## src/rtl/fifo_pixel_reader_pkg.sv

```systemverilog
// pixel_stream_pkg: shared pixel stream defaults, FSM state type and width helper.
package pixel_stream_pkg;
  localparam int DEF_DATA_WIDTH = 8;
  localparam int DEF_IMG_WIDTH  = 640;
  localparam int DEF_IMG_HEIGHT = 480;
  typedef enum logic {IDLE, RUN} state_e;
  // Counter width that stays at least one bit for degenerate sizes.
  function automatic int cnt_w(input int n);
    return n > 1 ? $clog2(n) : 1;
  endfunction
endpackage

```

## src/rtl/fifo_pixel_reader_if.sv

```systemverilog
// fifo_pixel_reader_if: FIFO read port plus framed valid/ready pixel stream.
interface fifo_pixel_reader_if #(parameter int DATA_WIDTH = pixel_stream_pkg::DEF_DATA_WIDTH);
  logic                  fifo_rd_en;
  logic [DATA_WIDTH-1:0] fifo_rd_data;
  logic                  fifo_empty;
  logic [DATA_WIDTH-1:0] m_data;
  logic                  m_valid;
  logic                  m_ready;
  logic                  m_sof;
  logic                  m_eol;
  logic                  m_eof;
  modport master (
    output fifo_rd_en, m_data, m_valid, m_sof, m_eol, m_eof,
    input  fifo_rd_data, fifo_empty, m_ready
  );
  modport slave (
    input  fifo_rd_en, m_data, m_valid, m_sof, m_eol, m_eof,
    output fifo_rd_data, fifo_empty, m_ready
  );
endinterface

```

## src/rtl/pix_out_buf.sv

```systemverilog
// pix_out_buf: 2-entry in-order pixel buffer with push/pop, occupancy and head data.
module pix_out_buf #(
  parameter int DATA_WIDTH = pixel_stream_pkg::DEF_DATA_WIDTH
) (
  input  logic                  clk,
  input  logic                  rst,
  input  logic                  push,
  input  logic                  pop,
  input  logic [DATA_WIDTH-1:0] push_data,
  output logic [1:0]            occ,
  output logic [DATA_WIDTH-1:0] head
);
  logic [DATA_WIDTH-1:0] mem_q [2];
  logic [DATA_WIDTH-1:0] mem_d [2];
  logic                  wr_q, wr_d, rd_q, rd_d;
  logic [1:0]            occ_q, occ_d;
  always_comb begin
    mem_d        = mem_q;
    mem_d[wr_q]  = push ? push_data : mem_q[wr_q];
    wr_d         = wr_q ^ push;
    rd_d         = rd_q ^ pop;
    occ_d        = occ_q + 2'(push) - 2'(pop);
  end
  always_ff @(posedge clk) begin
    if (rst) begin
      mem_q <= '{default: '0};
      wr_q  <= 1'b0;
      rd_q  <= 1'b0;
      occ_q <= 2'd0;
    end else begin
      mem_q <= mem_d;
      wr_q  <= wr_d;
      rd_q  <= rd_d;
      occ_q <= occ_d;
    end
  end
  assign occ  = occ_q;
  assign head = mem_q[rd_q];
endmodule

```

## src/rtl/fifo_pixel_reader.sv

```systemverilog
// fifo_pixel_reader: drains the pixel FIFO into a framed valid/ready stream, one frame per start.
module fifo_pixel_reader
  import pixel_stream_pkg::*;
#(
  parameter int DATA_WIDTH = DEF_DATA_WIDTH,
  parameter int IMG_WIDTH  = DEF_IMG_WIDTH,
  parameter int IMG_HEIGHT = DEF_IMG_HEIGHT
) (
  input  logic                 clk,
  input  logic                 rst,
  input  logic                 start,
  output logic                 busy,
  output logic                 frame_done,
  fifo_pixel_reader_if.master  bus
);
  localparam int FRAME = IMG_WIDTH * IMG_HEIGHT;
  localparam int XW    = cnt_w(IMG_WIDTH);
  localparam int YW    = cnt_w(IMG_HEIGHT);
  localparam int IW    = $clog2(FRAME + 1);
  state_e                state_q, state_d;
  logic                  pend_q, pend_d, done_q, done_d;
  logic [XW-1:0]         x_q, x_d;
  logic [YW-1:0]         y_q, y_d;
  logic [IW-1:0]         iss_q, iss_d;
  logic [1:0]            occ;
  logic [DATA_WIDTH-1:0] head;
  logic                  valid, pop, rd_en, eol, eof, go, credit_ok;
  pix_out_buf #(.DATA_WIDTH(DATA_WIDTH)) u_buf (
    .clk       (clk),
    .rst       (rst),
    .push      (pend_q),
    .pop       (pop),
    .push_data (bus.fifo_rd_data),
    .occ       (occ),
    .head      (head)
  );
  assign valid     = occ != 2'd0;
  assign pop       = valid && bus.m_ready;
  assign go        = state_q == IDLE && start;
  assign eol       = x_q == XW'(IMG_WIDTH - 1);
  assign eof       = eol && y_q == YW'(IMG_HEIGHT - 1);
  // Buffered plus in-flight pixels, net of this cycle's pop, must leave a free slot.
  assign credit_ok = {1'b0, occ} + 3'(pend_q) < 3'd2 + 3'(pop);
  always_ff @(posedge clk) begin
    if (rst) begin
      state_q <= IDLE;
      pend_q  <= 1'b0;
      done_q  <= 1'b0;
      x_q     <= '0;
      y_q     <= '0;
      iss_q   <= '0;
    end else begin
      state_q <= state_d;
      pend_q  <= pend_d;
      done_q  <= done_d;
      x_q     <= x_d;
      y_q     <= y_d;
      iss_q   <= iss_d;
    end
  end
  always_comb begin
    state_d = state_q == IDLE ? (start ? RUN : IDLE) : (pop && eof ? IDLE : RUN);
  end
  always_comb begin
    busy   = state_q == RUN;
    rd_en  = busy && !bus.fifo_empty && iss_q < IW'(FRAME) && credit_ok;
    done_d = busy && pop && eof;
  end
  always_comb begin
    pend_d = rd_en;
    iss_d  = go ? '0 : iss_q + IW'(rd_en);
    x_d    = go ? '0 : (pop ? (eol ? '0 : x_q + XW'(1)) : x_q);
    y_d    = go ? '0 : (pop && eol ? (y_q == YW'(IMG_HEIGHT - 1) ? '0 : y_q + YW'(1)) : y_q);
  end
  assign frame_done     = done_q;
  assign bus.fifo_rd_en = rd_en;
  assign bus.m_valid    = valid;
  assign bus.m_data     = head;
  assign bus.m_sof      = valid && x_q == '0 && y_q == '0;
  assign bus.m_eol      = valid && eol;
  assign bus.m_eof      = valid && eof;
endmodule
```

## src/flat_wrapper.sv

```systemverilog
// flat-port wrapper written by rule: the top's interface ports become plain ports
module fifo_pixel_reader_flat import pixel_stream_pkg::*;
#(
  parameter int DATA_WIDTH = DEF_DATA_WIDTH,
  parameter int IMG_WIDTH  = DEF_IMG_WIDTH,
  parameter int IMG_HEIGHT = DEF_IMG_HEIGHT
)
  (clk, rst, start, busy, frame_done, bus_fifo_rd_en, bus_m_data, bus_m_valid, bus_m_sof, bus_m_eol, bus_m_eof, bus_fifo_rd_data, bus_fifo_empty, bus_m_ready);
  fifo_pixel_reader_if #(.DATA_WIDTH(DATA_WIDTH)) bus_i ();
  input  logic clk;
  input  logic rst;
  input  logic start;
  output logic busy;
  output logic frame_done;
  output wire logic [$bits(bus_i.fifo_rd_en)-1:0] bus_fifo_rd_en;
  output wire logic [$bits(bus_i.m_data)-1:0] bus_m_data;
  output wire logic [$bits(bus_i.m_valid)-1:0] bus_m_valid;
  output wire logic [$bits(bus_i.m_sof)-1:0] bus_m_sof;
  output wire logic [$bits(bus_i.m_eol)-1:0] bus_m_eol;
  output wire logic [$bits(bus_i.m_eof)-1:0] bus_m_eof;
  input wire logic [$bits(bus_i.fifo_rd_data)-1:0] bus_fifo_rd_data;
  input wire logic [$bits(bus_i.fifo_empty)-1:0] bus_fifo_empty;
  input wire logic [$bits(bus_i.m_ready)-1:0] bus_m_ready;
  assign bus_fifo_rd_en = bus_i.fifo_rd_en;
  assign bus_m_data = bus_i.m_data;
  assign bus_m_valid = bus_i.m_valid;
  assign bus_m_sof = bus_i.m_sof;
  assign bus_m_eol = bus_i.m_eol;
  assign bus_m_eof = bus_i.m_eof;
  assign bus_i.fifo_rd_data = bus_fifo_rd_data;
  assign bus_i.fifo_empty = bus_fifo_empty;
  assign bus_i.m_ready = bus_m_ready;
  fifo_pixel_reader #(.DATA_WIDTH(DATA_WIDTH), .IMG_WIDTH(IMG_WIDTH), .IMG_HEIGHT(IMG_HEIGHT)) u_core (.clk(clk), .rst(rst), .start(start), .busy(busy), .frame_done(frame_done), .bus(bus_i));
endmodule
```

## config.mk

```make
export PLATFORM = sky130hd
export DESIGN_NAME = fifo_pixel_reader_flat
export DESIGN_NICKNAME = d
export VERILOG_FILES = /design/src/rtl/fifo_pixel_reader_pkg.sv /design/src/rtl/fifo_pixel_reader_if.sv /design/src/rtl/pix_out_buf.sv /design/src/rtl/fifo_pixel_reader.sv /design/src/flat_wrapper.sv
export SDC_FILE = /design/constraint.sdc
export NUM_CORES = 1
export LEC_CHECK = 0
export ABC_AREA = 0
export CAP_MARGIN = 40
export CORE_UTILIZATION = 56
export CTS_CLUSTER_DIAMETER = 40
export CTS_CLUSTER_SIZE = 16
export DETAILED_ROUTE_END_ITERATION = 10
export PLACE_DENSITY = 0.77
export SYNTH_ARGS = -nofsm -noshare
export SYNTH_HDL_FRONTEND = slang
export SYNTH_SLANG_ARGS = --single-unit
```

## constraint.sdc

```tcl
create_clock -name clk -period 3.2 [get_ports clk]
set_clock_uncertainty 0.05 [all_clocks]
set_input_delay 0.32 -clock clk [delete_from_list [all_inputs] [get_ports clk]]
set_output_delay 0.32 -clock clk [all_outputs]
set_load 0.02 [all_outputs]
```

After elaboration in Yosys (flattened, before gate mapping)

Index checks and enable logic that the tools add are counted.
Widths: inputs -> output; s select.

Bits of input ports: 13
Output and inout port bits: 15
Bits in registers: 61
Word-level logic and storage cells: 65

Multiplexer cells: 15
Reduce and logical (&&, ||, !) cells: 20
$add $sub $neg: 7
$lt $le $gt $ge: 5
Eq/ne operators: 2
Bitwise operators: 5

Operators by type and width:

| operator              | number |
|---|---|
| $mux 8                | 8 |
| $add 19x1->19         | 1 |
| $lt 19x19->1 const B  | 1 |
| $bwmux 16             | 1 |
| $logic_and 1x1->1     | 15 |
| $add 10x1->10 const B | 1 |
| $eq 10x10->1 const B  | 1 |
| $logic_not 10->1      | 1 |
| $mux 10               | 1 |
| $add 9x1->9 const B   | 1 |
| $eq 9x9->1 const B    | 1 |
| $logic_not 9->1       | 1 |
| $mux 9                | 1 |
| $demux 8 s1           | 1 |
| $ge 2x2->1 const B    | 2 |
| $not 1->2             | 2 |
| $add 2x1->3           | 1 |
| $add 2x1->3 const A   | 1 |
| $lt 3x3->1            | 1 |
| $mux 1                | 3 |
| $add 2x1->2           | 1 |
| $lt 2x1->1 const B    | 1 |
| $reduce_bool 2->1     | 1 |
| $reduce_or 2->1       | 1 |
| 4 further kinds       | 5 |

Logic depth before layout (Yosys ltp)

Gate-level depths: netlist of the first run.

Depth in word-level cells: 6
Mapped depth: 12
Depth with buffers taken out: 11

Hierarchy

Synthesis of the first run repeated with hierarchy kept, for this count alone.

Cell total of the unflattened synthesis: 332
Area, all modules: 2847.7 µm²

Modules (own cells, without submodules):

| module            | area an instance (µm²) | cells each | instances | sequential area each (µm²) |
|---|---|---|---|---|
| fifo_pixel_reader | 2004.4                 | 234        | 1         | 820.8 |
| pix_out_buf       | 843.3                  | 98         | 1         | 400.4 |

Worst setup path before layout of the first run

OpenSTA, ideal clock, no wires.

Path kind: register -> register
Start: register u_core.u_buf.occ_q[0], in the netlist u_core.u_buf.occ[0]
End: register u_core.iss_q[18]
Setup slack: -0.074 ns
Data arrival time: 3.154 ns
Cell stages (with the launch flop): 13
Required time: 3.079 ns
Path buffers: 1
Period minus slack after synthesis: 3.274 ns
Setup time: 0.071 ns
Cell sequence: dfxtp_1 ha_1 ha_1 nor3b_1 nand2_1 a21oi_1 ha_1 ha_1 nand3_1 or4_1 buf_2 or4_1 a21oi_1

Word-level cells in the longest chain between the ends: 6
Elaborated cells on any way between the ends: 7
Classes of those cells: add/sub: 3; order compare: 1; reduce/logical: 3

RTL lines:

| what                     | line                    | RTL |
|---|---|---|
| start: declaration       | pix_out_buf.sv:16       | `logic [1:0] occ_q, occ_d;` |
| start signal: assignment | pix_out_buf.sv:29       | `occ_q <= 2'd0;` |
| start signal: assignment | pix_out_buf.sv:34       | `occ_q <= occ_d;` |
| $reduce_bool 2->1        | fifo_pixel_reader.sv:37 | `assign valid = occ != 2'd0;` |
| $logic_and 1x1->1        | fifo_pixel_reader.sv:38 | `assign pop = valid && bus.m_ready;` |
| $add 2x1->3              | fifo_pixel_reader.sv:43 | `assign credit_ok = {1'b0, occ} + 3'(pend_q) < 3'd2 + 3'(pop);` |
| $lt 3x3->1 *             | fifo_pixel_reader.sv:43 |  |
| $logic_and 1x1->1 *      | fifo_pixel_reader.sv:66 | `rd_en = busy && !bus.fifo_empty && iss_q < IW'(FRAME) && credit_ok;` |
| net bus_fifo_rd_en       | flat_wrapper.sv:15      | `output wire logic [$bits(bus_i.fifo_rd_en)-1:0] bus_fifo_rd_en;` |
| $add 19x1->19 *          | fifo_pixel_reader.sv:71 | `iss_d = go ? '0 : iss_q + IW'(rd_en);` |
| end signal: assignment   | fifo_pixel_reader.sv:58 | `iss_q <= iss_d;` |
| end: declaration         | fifo_pixel_reader.sv:24 | `logic [IW-1:0] iss_q, iss_d;` |

The timed path passes the listed nets; every way through them passes the cells marked *.
A chain may end at the register's enable or synchronous reset.

Final worst setup path of the first run

Start: register u_core.u_buf.occ_q[0], in the netlist u_core.u_buf.occ[0]
End: register u_core.iss_q[18]

Word-level cells in the longest chain between the ends: 6
Elaborated cells on any way between the ends: 7
Classes of those cells: add/sub: 3; order compare: 1; reduce/logical: 3

RTL lines:

| what                | line |
|---|---|
| $reduce_bool 2->1   | fifo_pixel_reader.sv:37 |
| $logic_and 1x1->1   | fifo_pixel_reader.sv:38 |
| $add 2x1->3         | fifo_pixel_reader.sv:43 |
| $lt 3x3->1 *        | fifo_pixel_reader.sv:43 |
| $logic_and 1x1->1 * | fifo_pixel_reader.sv:66 |
| $add 19x1->19 *     | fifo_pixel_reader.sv:71 |

Mark *: on every way between the ends. The rest lies on a longest branch, timed or not.

==> results by group, run 1 <==
Status
  – Status: complete, no violations

Setup path
  – CP max FO: 5
  – CP required: 3.40 ns
  – Worst EP arrival: 3.28 ns
  – Crit path capture type: flip-flop
  – Startpoint types: flip-flop
  – Setup Crit Path Kind: flip-flop to flip-flop

Final layout
  – Final core occ: 0.718
  – Layout cells sized above 1: 0.114
  – Layout area overhead: 21.5%
  – Nets: 396
  – # fillers: 385
  – Diodes inserted: 0

Die
  – Total die area: 5340 sq um
  – Die span in y: 73.1 microns
  – Row count: 25
  – Die X: 73.1 microns
  – I/O Pins: 28
  – Initial Util: 0.591
  – Core Area: 4790 sq um

GRT
  – Initial antenna violation count: 0
  – First-pass GRT wire length: 10.2 mm
  – Vias in the first global route: 2295
  – GRT overflow: 0
  – GRT Util Overall: 0.251
  – Largest net degree at the start of global routing: 28

STA
  – Min Hold Slack: 0.403 ns
  – Final period util: 0.962
  – Worst-Margin Slew: 0.572 ns
  – Crit path time final: 3.08 ns
  – Max-slew headroom: 0.617
  – Final slew viol count: 0
  – Final setup vio count: 0
  – Hold Vio Cnt, Final: 0
  – Max Clk Rate: 325 MHz

Pwr
  – Leak: 1.20 nW
  – Pwr Density: 525 nW/um^2
  – Worst VDD drop: 0.421 mV

Yosys
  – Post-Syn Area per Cell: 8.27 sq um
  – FF+latch count, synth: 61
  – Most common cell in the netlist: dfxtp_1
  – Share of the synthesized area in the top cell type: 0.432
  – Main area contributors after synthesis: dfxtp_1, nand2_1, a21oi_1
  – Post-synth top flop: dfxtp_1
  – Yosys top cell by area: dfxtp_1
  – Post-synth EDFFs: 0
  – Netlist Area Pre-Place: 2830 sq um
  – Sequential element share of the synthesized area: 0.432
  – Async SR Flop Fraction: 0
  – Post-synthesis cell type count: 36
  – Post-synth top cells: dfxtp_1, nand2_1, nor2_1
  – Gate Count Post-Synth: 342
  – Yosys warns: 0
  – Syn Nets: 365

Route
  – DRT iter0 DRCs: 189
  – DR pass1 iterations: 4
  – Vias per Instance: 5.69
  – Antenna-violating nets left: 0
  – Via count: 2532
  – Drc violations: 0
  – Final wirelength: 6.13 mm
  – Drt wl/cell: 13.8 microns

Flow run
  – Max_cap viols: 0

CTS
  – Clk slew on worst S/H paths: 0.07 ns
  – CTS sink count: 61
  – Num CTS Buffers: 9
  – CTS Buffer Depth: 2
  – Clk Tree Root Cell: clkbuf_8
  – Clock latency on the worst-skew pair: 0.33 ns
  – H-tree levels: 3
  – CTS tree: done

Place
  – Detailed placer's ending HPWL: 4.11 mm
  – RePlAce Congestion: 0.821
  – Port buffer count: 27

Hold path
  – Worst hold path type: flip-flop to flip-flop
[state kept, by name, indices dropped and copies added, names as in the netlist]
name and cells:
u_core.busy 1, u_core.frame_done 1, u_core.iss_q 19, u_core.pend_q 1, u_core.u_buf.mem_q 16, u_core.u_buf.occ 2
u_core.u_buf.rd_q 1, u_core.u_buf.wr_q 1, u_core.x_q 10, u_core.y_q 9
[cell usage in the layout (no fill, tap or decap), types with 3 or more instances in the layout]
master / n
inv_1: 13
and3_1: 3
a21oi_1: 28
o21ai_0: 6
clkdlybuf4s50_1: 27
buf_4: 9
nand2_1: 47
nand4_1: 13
or3_1: 4
nand3_1: 29
xor2_1: 9
or4_1: 7
xnor2_1: 13
o31ai_1: 4
a211oi_1: 3
ha_1: 8
dfxtp_1: 60
nor4_1: 7
nor2_1: 31
clkbuf_8: 11
nor3_1: 8
mux2_2: 8
[final timing paths]
| path | startpoint | end | slack, ns | cells past startpoint |
|---|---|---|---|---|
| setup / recovery | u_core.u_buf.occ[0]$_SDFF_PP0_ | u_core.iss_q[18]$_SDFF_PP0_ | 0.12 | 11 |
| hold / removal | u_core.u_buf.mem_q[13]$_SDFFE_PP0N_ | u_core.u_buf.mem_q[13]$_SDFFE_PP0N_ | 0.40 | 2 |
| setup reg to reg | u_core.u_buf.occ[0]$_SDFF_PP0_ | u_core.iss_q[18]$_SDFF_PP0_ | 0.12 | 11 |
| hold reg to reg | u_core.u_buf.mem_q[13]$_SDFFE_PP0N_ | u_core.u_buf.mem_q[13]$_SDFFE_PP0N_ | 0.40 | 2 |
[power breakdown]
| group | switching (W) | leakage [nW] | total (W) | internal, W |
|---|---|---|---|---|
| clock | 0.000292 | 0.116 | 0.000771 | 0.000479 |
| sequential | 0.0000379 | 0.493 | 0.000821 | 0.000783 |
| combinational | 0.000105 | 0.589 | 0.000212 | 0.000107 |
[critical path, cell delays in order (launching register included)]
cell and delay (ns):
dfxtp_2 0.34, ha_1 0.20, ha_1 0.20, nor3b_2 0.17
nand2_1 0.10, a21oi_2 0.14, ha_2 0.22, ha_2 0.18
nand3_1 0.11, or4_4 0.58, or4_4 0.53, a21oi_1 0.18
[through the flow]
stage	total power [W]	setup TNS (ns)	area, sq um	setup WS (ns)	std cells
4_1_cts	0.00182	0	3410	0.0252	444
2_1_floorplan	0.000962	0	2830	0.0892	342
3_5_place_dp	0.00105	-0.0515	3190	-0.0515	428
5_1_grt	0.00188	-0.00786	3440	-0.00786	445
3_3_place_gp	0.00104	0	3180	0.0652	427
6_report	0.00180	0	3440	0.122	445
[cell families after synthesis]
group,after synthesis,synth area share
xor+xnor,22,0.0681
buf+inv,29,0.0389
fa+ha+maj,10,0.0442
flops,61,0.432
simple gates,163,0.284
mux,9,0.0354
compound gates,48,0.0982
[metal layers]
metal / part of all wire / vias to the layer above / routed length [microns] / global-route usage
met3: 0.048 / 12 / 296 / 0.0456
met1: 0.46 / 1174 / 2800 / 0.326
met2: 0.48 / 74 / 2920 / 0.400
met4: 0.019 / 0 / 114 / 0.126
li1: - / 1272 / - / -
met5: 0 / - / 0 / 0
[repair_timing]
action                                  4_1_cts  5_1_grt
endpoints found under the setup margin        0        3
buffers inserted                              0        1
endpoints found under the hold margin         0        0
hold buffers                                  0        0
gates resized for setup                       0        6
[cell type report]
type / count / area [sq um] / share of cell area
Inverter: 13 / 48.8 / 0.0142
Sequential cell: 61 / 1220 / 0.356
Timing Repair Buffer: 36 / 338 / 0.0983
Tap cell: 67 / 83.8 / 0.0244
Multi-Input combinational cell: 252 / 1520 / 0.442
Clock buffer: 12 / 155 / 0.0451
Clock inverter: 4 / 70.1 / 0.0204
(Power assumes the default switching activity.)
==> inputs of run 2 (changes only) <==
- CORE_UTILIZATION: 56 -> 57
- CTS_CLUSTER_DIAMETER: 40 -> 150
- DONT_BUFFER_PORTS: default -> 1
- PLACE_DENSITY: 0.77 -> 0.7
==> results by group, run 2 (synthesized netlist as in run 1, its figures left out) <==
Route
  – Max layer used: met4
  – DRT iter0 DRCs: 151 (-20%)
  – Met3 WL: 320 microns (+8.1%)
  – DR WL met2: 2.55 mm (-13%)
  – DR pass1 iterations: 4 (unchanged)
  – Drc violations: 0 (unchanged)
  – Antenna-violating nets left: 0 (unchanged)
  – Final wirelength: 5.77 mm (-5.8%)
  – Drt wl/cell: 13.7 microns (-0.47%)
  – Met1 WL: 2.83 mm (+1.2%)
  – Vias per Instance: 5.66 (-0.52%)
  – Via count: 2383 (-5.9%)

GRT
  – Initial antenna violation count: 0 (unchanged)
  – GRT Util Overall: 0.225 (-0.0262)
  – Vias in the first global route: 2044 (-11%)
  – Largest net degree at the start of global routing: 28 (unchanged)
  – GRT overflow: 0 (unchanged)
  – First-pass GRT wire length: 9.16 mm (-10%)

Final layout
  – Most flops, register: u_core.iss_q
  – Layout area overhead: 10.5%
  – Design area: 3130 sq um (-9.1%)
  – Leading registers by flop count: u_core.iss_q: 19 flops, u_core.u_buf.mem_q: 16 flops, u_core.x_q: 10 flops
  – # fillers: 403 (+4.7%)
  – Fin cells: 421 (-5.4%)
  – FF/Latch Area: 1220 sq um (-0.10%)
  – Max reg flops: 19 (unchanged)
  – Diodes inserted: 0 (unchanged)
  – Layout cells sized above 1: 0.107 (-0.00641)
  – Most frequent cells in the layout: dfxtp_1, nand2_1, nor2_1, nand3_1, a21oi_1
  – Multi-input gate area: 1510 sq um (-0.58%)
  – Nets: 374 (-5.6%)
  – Most common cell after layout, fill and taps aside: dfxtp_1

CTS
  – Num CTS Buffers: 9 (unchanged)
  – H-tree levels: 3 (unchanged)
  – CTS sink count: 61 (unchanged)
  – Clk Tree Root Cell: clkbuf_8
  – Clk slew on worst S/H paths: 0.06 ns (about the same)
  – CTS tree: done
  – CTS Buffer Depth: 2 (unchanged)
  – Clock latency on the worst-skew pair: 0.32 ns (about the same)

STA
  – Hold Vio Cnt, Final: 0 (unchanged)
  – Final slew viol count: 0 (unchanged)
  – Unrepaired setup endpoints after global routing: no
  – Setup TNS: 0 ns (unchanged)
  – Worst-Margin Slew: 0.622 ns (+0.0501 ns)
  – Max-slew headroom: 0.582 (-0.0352)
  – Crit path time final: 3.06 ns (-0.0203 ns)
  – Final setup vio count: 0 (unchanged)
  – Final period util: 0.956 (-0.00635)
  – Max Clk Rate: 327 MHz (+0.66%)

Pwr
  – Sequential share of power: 0.533 (+0.078)
  – Pwr Density: 491 nW/um^2 (-6.4%)
  – Combinational Power Share: 0.116 (-0.002)
  – Worst VDD drop: 0.313 mV (-26%)
  – Net Sw Power: 0.000409 W (-6.1%)
  – Leak: 1.08 nW (-9.9%)
  – Clock share of power: 0.352 (-0.075)
  – Pint: 0.00113 W (-18%)
  – Sw Ratio: 0.266 (+0.0251)

Die
  – Die X: 72.5 microns (-0.86%)
  – Initial Util: 0.595 (+0.00389)
  – I/O Pins: 28 (unchanged)
  – Die span in y: 72.5 microns (-0.86%)
  – Row count: 25 (unchanged)
  – Core Area: 4750 sq um (-0.65%)
  – Total die area: 5250 sq um (-1.7%)

Flow run
  – Max_cap viols: 0 (unchanged)

Setup path
  – Crit path capture type: flip-flop
  – Startpoint types: flip-flop
  – CP required: 3.40 ns (about the same)
  – CP max stage cell: or4_4
  – Max incr delay on CP: 0.59 ns (about the same)
  – Worst EP arrival: 3.26 ns (-0.02 ns)
  – CP max FO: 7 (+2)
  – CP Cell Sequence: ha_1 > ha_1 > nor3b_1 > nand2_1 > a21oi_2 > ha_2 > ha_2 > nand3_1 > or4_4 > or4_1 > a21oi_1
  – Setup Crit Path Kind: flip-flop to flip-flop

Hold path
  – Worst hold path type: input pin to flip-flop

Place
  – Placed Instances: 401 (-6.3%)
  – Dpl cell area: 2920 sq um (-8.5%)
  – Port buffer count: 0 (-100%)
  – RePlAce Congestion: 0.842 (+2.6%)
  – Detailed placer's ending HPWL: 3.85 mm (-6.4%)

Status
  – Status: complete, no violations
run 2: metrics by stage:
stage | utilization | hold WS (ns) | power (W) | setup WS [ns]
after CTS | 0.646 | 0.000575 | 0.00154 | 0.0644
after detailed placement | 0.613 | 0.349 | 0.00100 | 0.0761
after floorplan | - | 0.383 | 0.000962 | 0.0892
final | 0.657 | 0.0126 | 0.00154 | 0.142
after global routing | 0.657 | 0.00123 | 0.00160 | 0.00601
after global placement | 0.612 | 0.346 | 0.000997 | 0.204
run 2: metal layers:
metal,vias to the layer above,track usage
met3,8,0.0472
met2,54,0.345
li1,1223,-
met4,0,0.102
met1,1098,0.305
met5,-,0
run 2: timing repair:
item	in CTS	in global routing
setup buffers	0	2
hold endpoints to repair	1	5
resized for setup	0	3
hold buffers	1	3
setup endpoints to repair	0	2
run 2: power groups by stage:
stage	clock network [W]	logic (W)	registers, W
final	0.000540	0.000178	0.000818
after global routing	0.000587	0.000195	0.000822
after CTS	0.000553	0.000171	0.000819
after detailed placement	0	0.000169	0.000835
after global placement	0	0.000164	0.000834
after floorplan	0	0.000149	0.000813
run 2: cell type report:
cell class              count  share of cell area
clock buffers              11              0.0420
clock inverters             3             0.00480
inverters                  13              0.0156
multi-input cells         252               0.483
flip-flops and latches     61               0.391
well taps                  67              0.0268
repair buffers             14              0.0368
run 2: critical path, delay by kind of cell (launching register included):
kind	cells	cell delay (ns)
adders and majority gates	4	0.80
DFF	1	0.31
and+or+nand+nor	5	1.52
AOI/OAI and AO/OA	2	0.30
run 2: worst paths after layout:
kind,from,endpoint,slack (ns),cells past startpoint
worst max-delay path,u_core.u_buf.occ[0]$_SDFF_PP0_,u_core.iss_q[18]$_SDFF_PP0_,0.14,11
worst min-delay path,rst,u_core.u_buf.mem_q[8]$_SDFFE_PP0N_,0.01,1
worst max register to register,u_core.u_buf.occ[0]$_SDFF_PP0_,u_core.iss_q[18]$_SDFF_PP0_,0.14,11
worst min register to register,u_core.u_buf.mem_q[13]$_SDFFE_PP0N_,u_core.u_buf.mem_q[13]$_SDFFE_PP0N_,0.40,2
==> inputs of run 3 (changes only) <==
- CAP_MARGIN: 40 -> 20
==> results by group, run 3 (synthesized netlist as in run 1, its figures left out) <==
Status
  – Status: complete, no violations

Route
  – Final wirelength: 5.97 mm (+3.4%)
  – Antenna-violating nets left: 0 (unchanged)
  – Vias per Instance: 5.68 (+0.28%)
  – Drc violations: 0 (unchanged)
  – DR pass1 iterations: 4 (unchanged)
  – Via count: 2384 (+0.042%)
  – Drt wl/cell: 14.2 microns (+3.6%)
  – DRT iter0 DRCs: 111 (-26%)

Place
  – Port buffer count: 0 (unchanged)
  – Detailed placer's ending HPWL: 3.92 mm (+2.0%)
  – RePlAce Congestion: 0.842 (unchanged)
  – Dpl cell area: 2910 sq um (-0.26%)
  – Setup WS pre-CTS: 0.0899 ns (+0.0137 ns)

GRT
  – GRT overflow: 0 (unchanged)
  – Largest net degree at the start of global routing: 28 (unchanged)
  – First-pass GRT wire length: 9.58 mm (+4.6%)
  – GRT Util Overall: 0.236 (+0.0106)
  – Initial antenna violation count: 0 (unchanged)
  – Vias in the first global route: 2152 (+5.3%)

Pwr
  – Total chip power: 0.00161 W (+4.9%)
  – Leak: 1.09 nW (+0.55%)
  – Pwr Density: 511 nW/um^2 (+4.1%)
  – Worst VDD drop: 0.364 mV (+16%)

STA
  – Hold Vio Cnt, Final: 0 (unchanged)
  – Final WS setup: 0.174 ns (+0.0317 ns)
  – Final setup vio count: 0 (unchanged)
  – Final slew viol count: 0 (unchanged)
  – Max-slew headroom: 0.336 (-0.246)
  – Max Clk Rate: 330 MHz (+1.0%)
  – Crit path time final: 3.03 ns (-0.0317 ns)
  – Setup TNS: 0 ns (unchanged)
  – Worst-Margin Slew: 0.992 ns (+0.370 ns)
  – Unrepaired setup endpoints after global routing: no
  – Final period util: 0.946 (-0.00990)

Final layout
  – Multi-input gate area: 1520 sq um (+0.33%)
  – Design area: 3150 sq um (+0.76%)
  – Nets: 372 (-0.53%)
  – FF/Latch Area: 1220 sq um (unchanged)
  – # fillers: 421 (+4.5%)
  – Leading registers by flop count: u_core.iss_q: 19 flops, u_core.u_buf.mem_q: 16 flops, u_core.x_q: 10 flops
  – Diodes inserted: 0 (unchanged)
  – Most flops, register: u_core.iss_q
  – Layout cells sized above 1: 0.105 (-0.00253)
  – Max reg flops: 19 (unchanged)
  – Layout area overhead: 11.3%
  – Most frequent cells in the layout: dfxtp_1, nand2_1, nor2_1, nand3_1, a21oi_1
  – Most common cell after layout, fill and taps aside: dfxtp_1

Setup path
  – Max incr delay on CP: 0.59 ns (about the same)
  – Setup Crit Path Kind: flip-flop to flip-flop
  – CP max FO: 7 (unchanged)
  – Cell family with most CP delay: simple AND/OR/NAND/NOR gates
  – Buf/Inv on CP: 0 (unchanged)
  – CP max stage cell: or4_4
  – Worst EP arrival: 3.23 ns (-0.03 ns)
  – Crit path capture type: flip-flop
  – CP Cell Sequence: ha_1 > ha_1 > o21ai_0 > nand2_1 > a21oi_2 > ha_2 > ha_2 > nand3_1 > or4_4 > or4_1 > a21oi_1
  – Startpoint types: flip-flop
  – CP required: 3.41 ns (about the same)

Hold path
  – Worst hold path type: input pin to flip-flop

Die
  – Initial Util: 0.595 (unchanged)
  – Die X: 72.5 microns (unchanged)
  – Row count: 25 (unchanged)
  – I/O Pins: 28 (unchanged)
  – Die span in y: 72.5 microns (unchanged)
  – Core Area: 4750 sq um (unchanged)
  – Total die area: 5250 sq um (unchanged)

CTS
  – CTS Buffer Depth: 2 (unchanged)
  – Clk slew on worst S/H paths: 0.06 ns (about the same)
  – Post-CTS setup buffers: 0 (unchanged)
  – Clock latency on the worst-skew pair: 0.32 ns (about the same)
  – Num CTS Buffers: 9 (unchanged)
  – Clk Tree Root Cell: clkbuf_8
  – CTS tree: done
  – CTS sink count: 61 (unchanged)
  – H-tree levels: 3 (unchanged)

Flow run
  – Max_cap viols: 0 (unchanged)
run 3: cell count changes in the layout (fill, tap and decap cells not counted), sizes merged:
cell         before  now
clkbuf           11   14
buf              10    7
dlygate4sd3       4    5
clkinv            3    1
run 3: through the flow:
| step | instances | hold WS (ns) | util |
|---|---|---|---|
| after CTS | 419 | 0.000608 | 0.657 |
| after global placement | 400 | 0.346 | 0.612 |
| after detailed placement | 400 | 0.348 | 0.612 |
| after global routing | 420 | 0.00201 | 0.662 |
| final | 420 | 0.0143 | 0.662 |
| after floorplan | 342 | 0.383 | - |
run 3: layout make-up:
type / count / area share
tap: 67 / 0.0266
inverter: 13 / 0.0155
clock buffer: 14 / 0.0548
clock inverter: 1 / 0.00159
multi-input combinational: 252 / 0.481
timing repair buffer: 12 / 0.0326
sequential: 61 / 0.388
run 3: where the power goes:
group | internal [W] | leakage (nW) | switching, W
Sequential | 0.000783 | 0.493 | 0.0000350
Combinational | 0.0000745 | 0.500 | 0.000104
Clock | 0.000340 | 0.0926 | 0.000274
Total | 0.00120 | 1.09 | 0.000413
run 3: path summary, 6_finish.rpt:
check / start / to / slack, ns / depth (start not counted)
worst max-delay path: u_core.u_buf.occ[0]$_SDFF_PP0_ / u_core.iss_q[18]$_SDFF_PP0_ / 0.17 / 11
worst min-delay path: rst / u_core.u_buf.occ[0]$_SDFF_PP0_ / 0.01 / 1
worst max register to register: u_core.u_buf.occ[0]$_SDFF_PP0_ / u_core.iss_q[18]$_SDFF_PP0_ / 0.17 / 11
worst min register to register: u_core.u_buf.mem_q[12]$_SDFFE_PP0N_ / u_core.u_buf.mem_q[12]$_SDFFE_PP0N_ / 0.40 / 2
run 3: timing repair:
item,in CTS,in global routing
hold endpoints to repair,6,1
hold buffers,4,1
setup endpoints to repair,0,2
resized for setup,0,4
run 3: layer usage:
metal / GRT usage / up-vias / wire length, microns
li1: - / 1213 / -
met1: 0.321 / 1094 / 2930
met2: 0.362 / 63 / 2590
met3: 0.0458 / 14 / 335
met4: 0.105 / 0 / 116
met5: 0 / - / 0
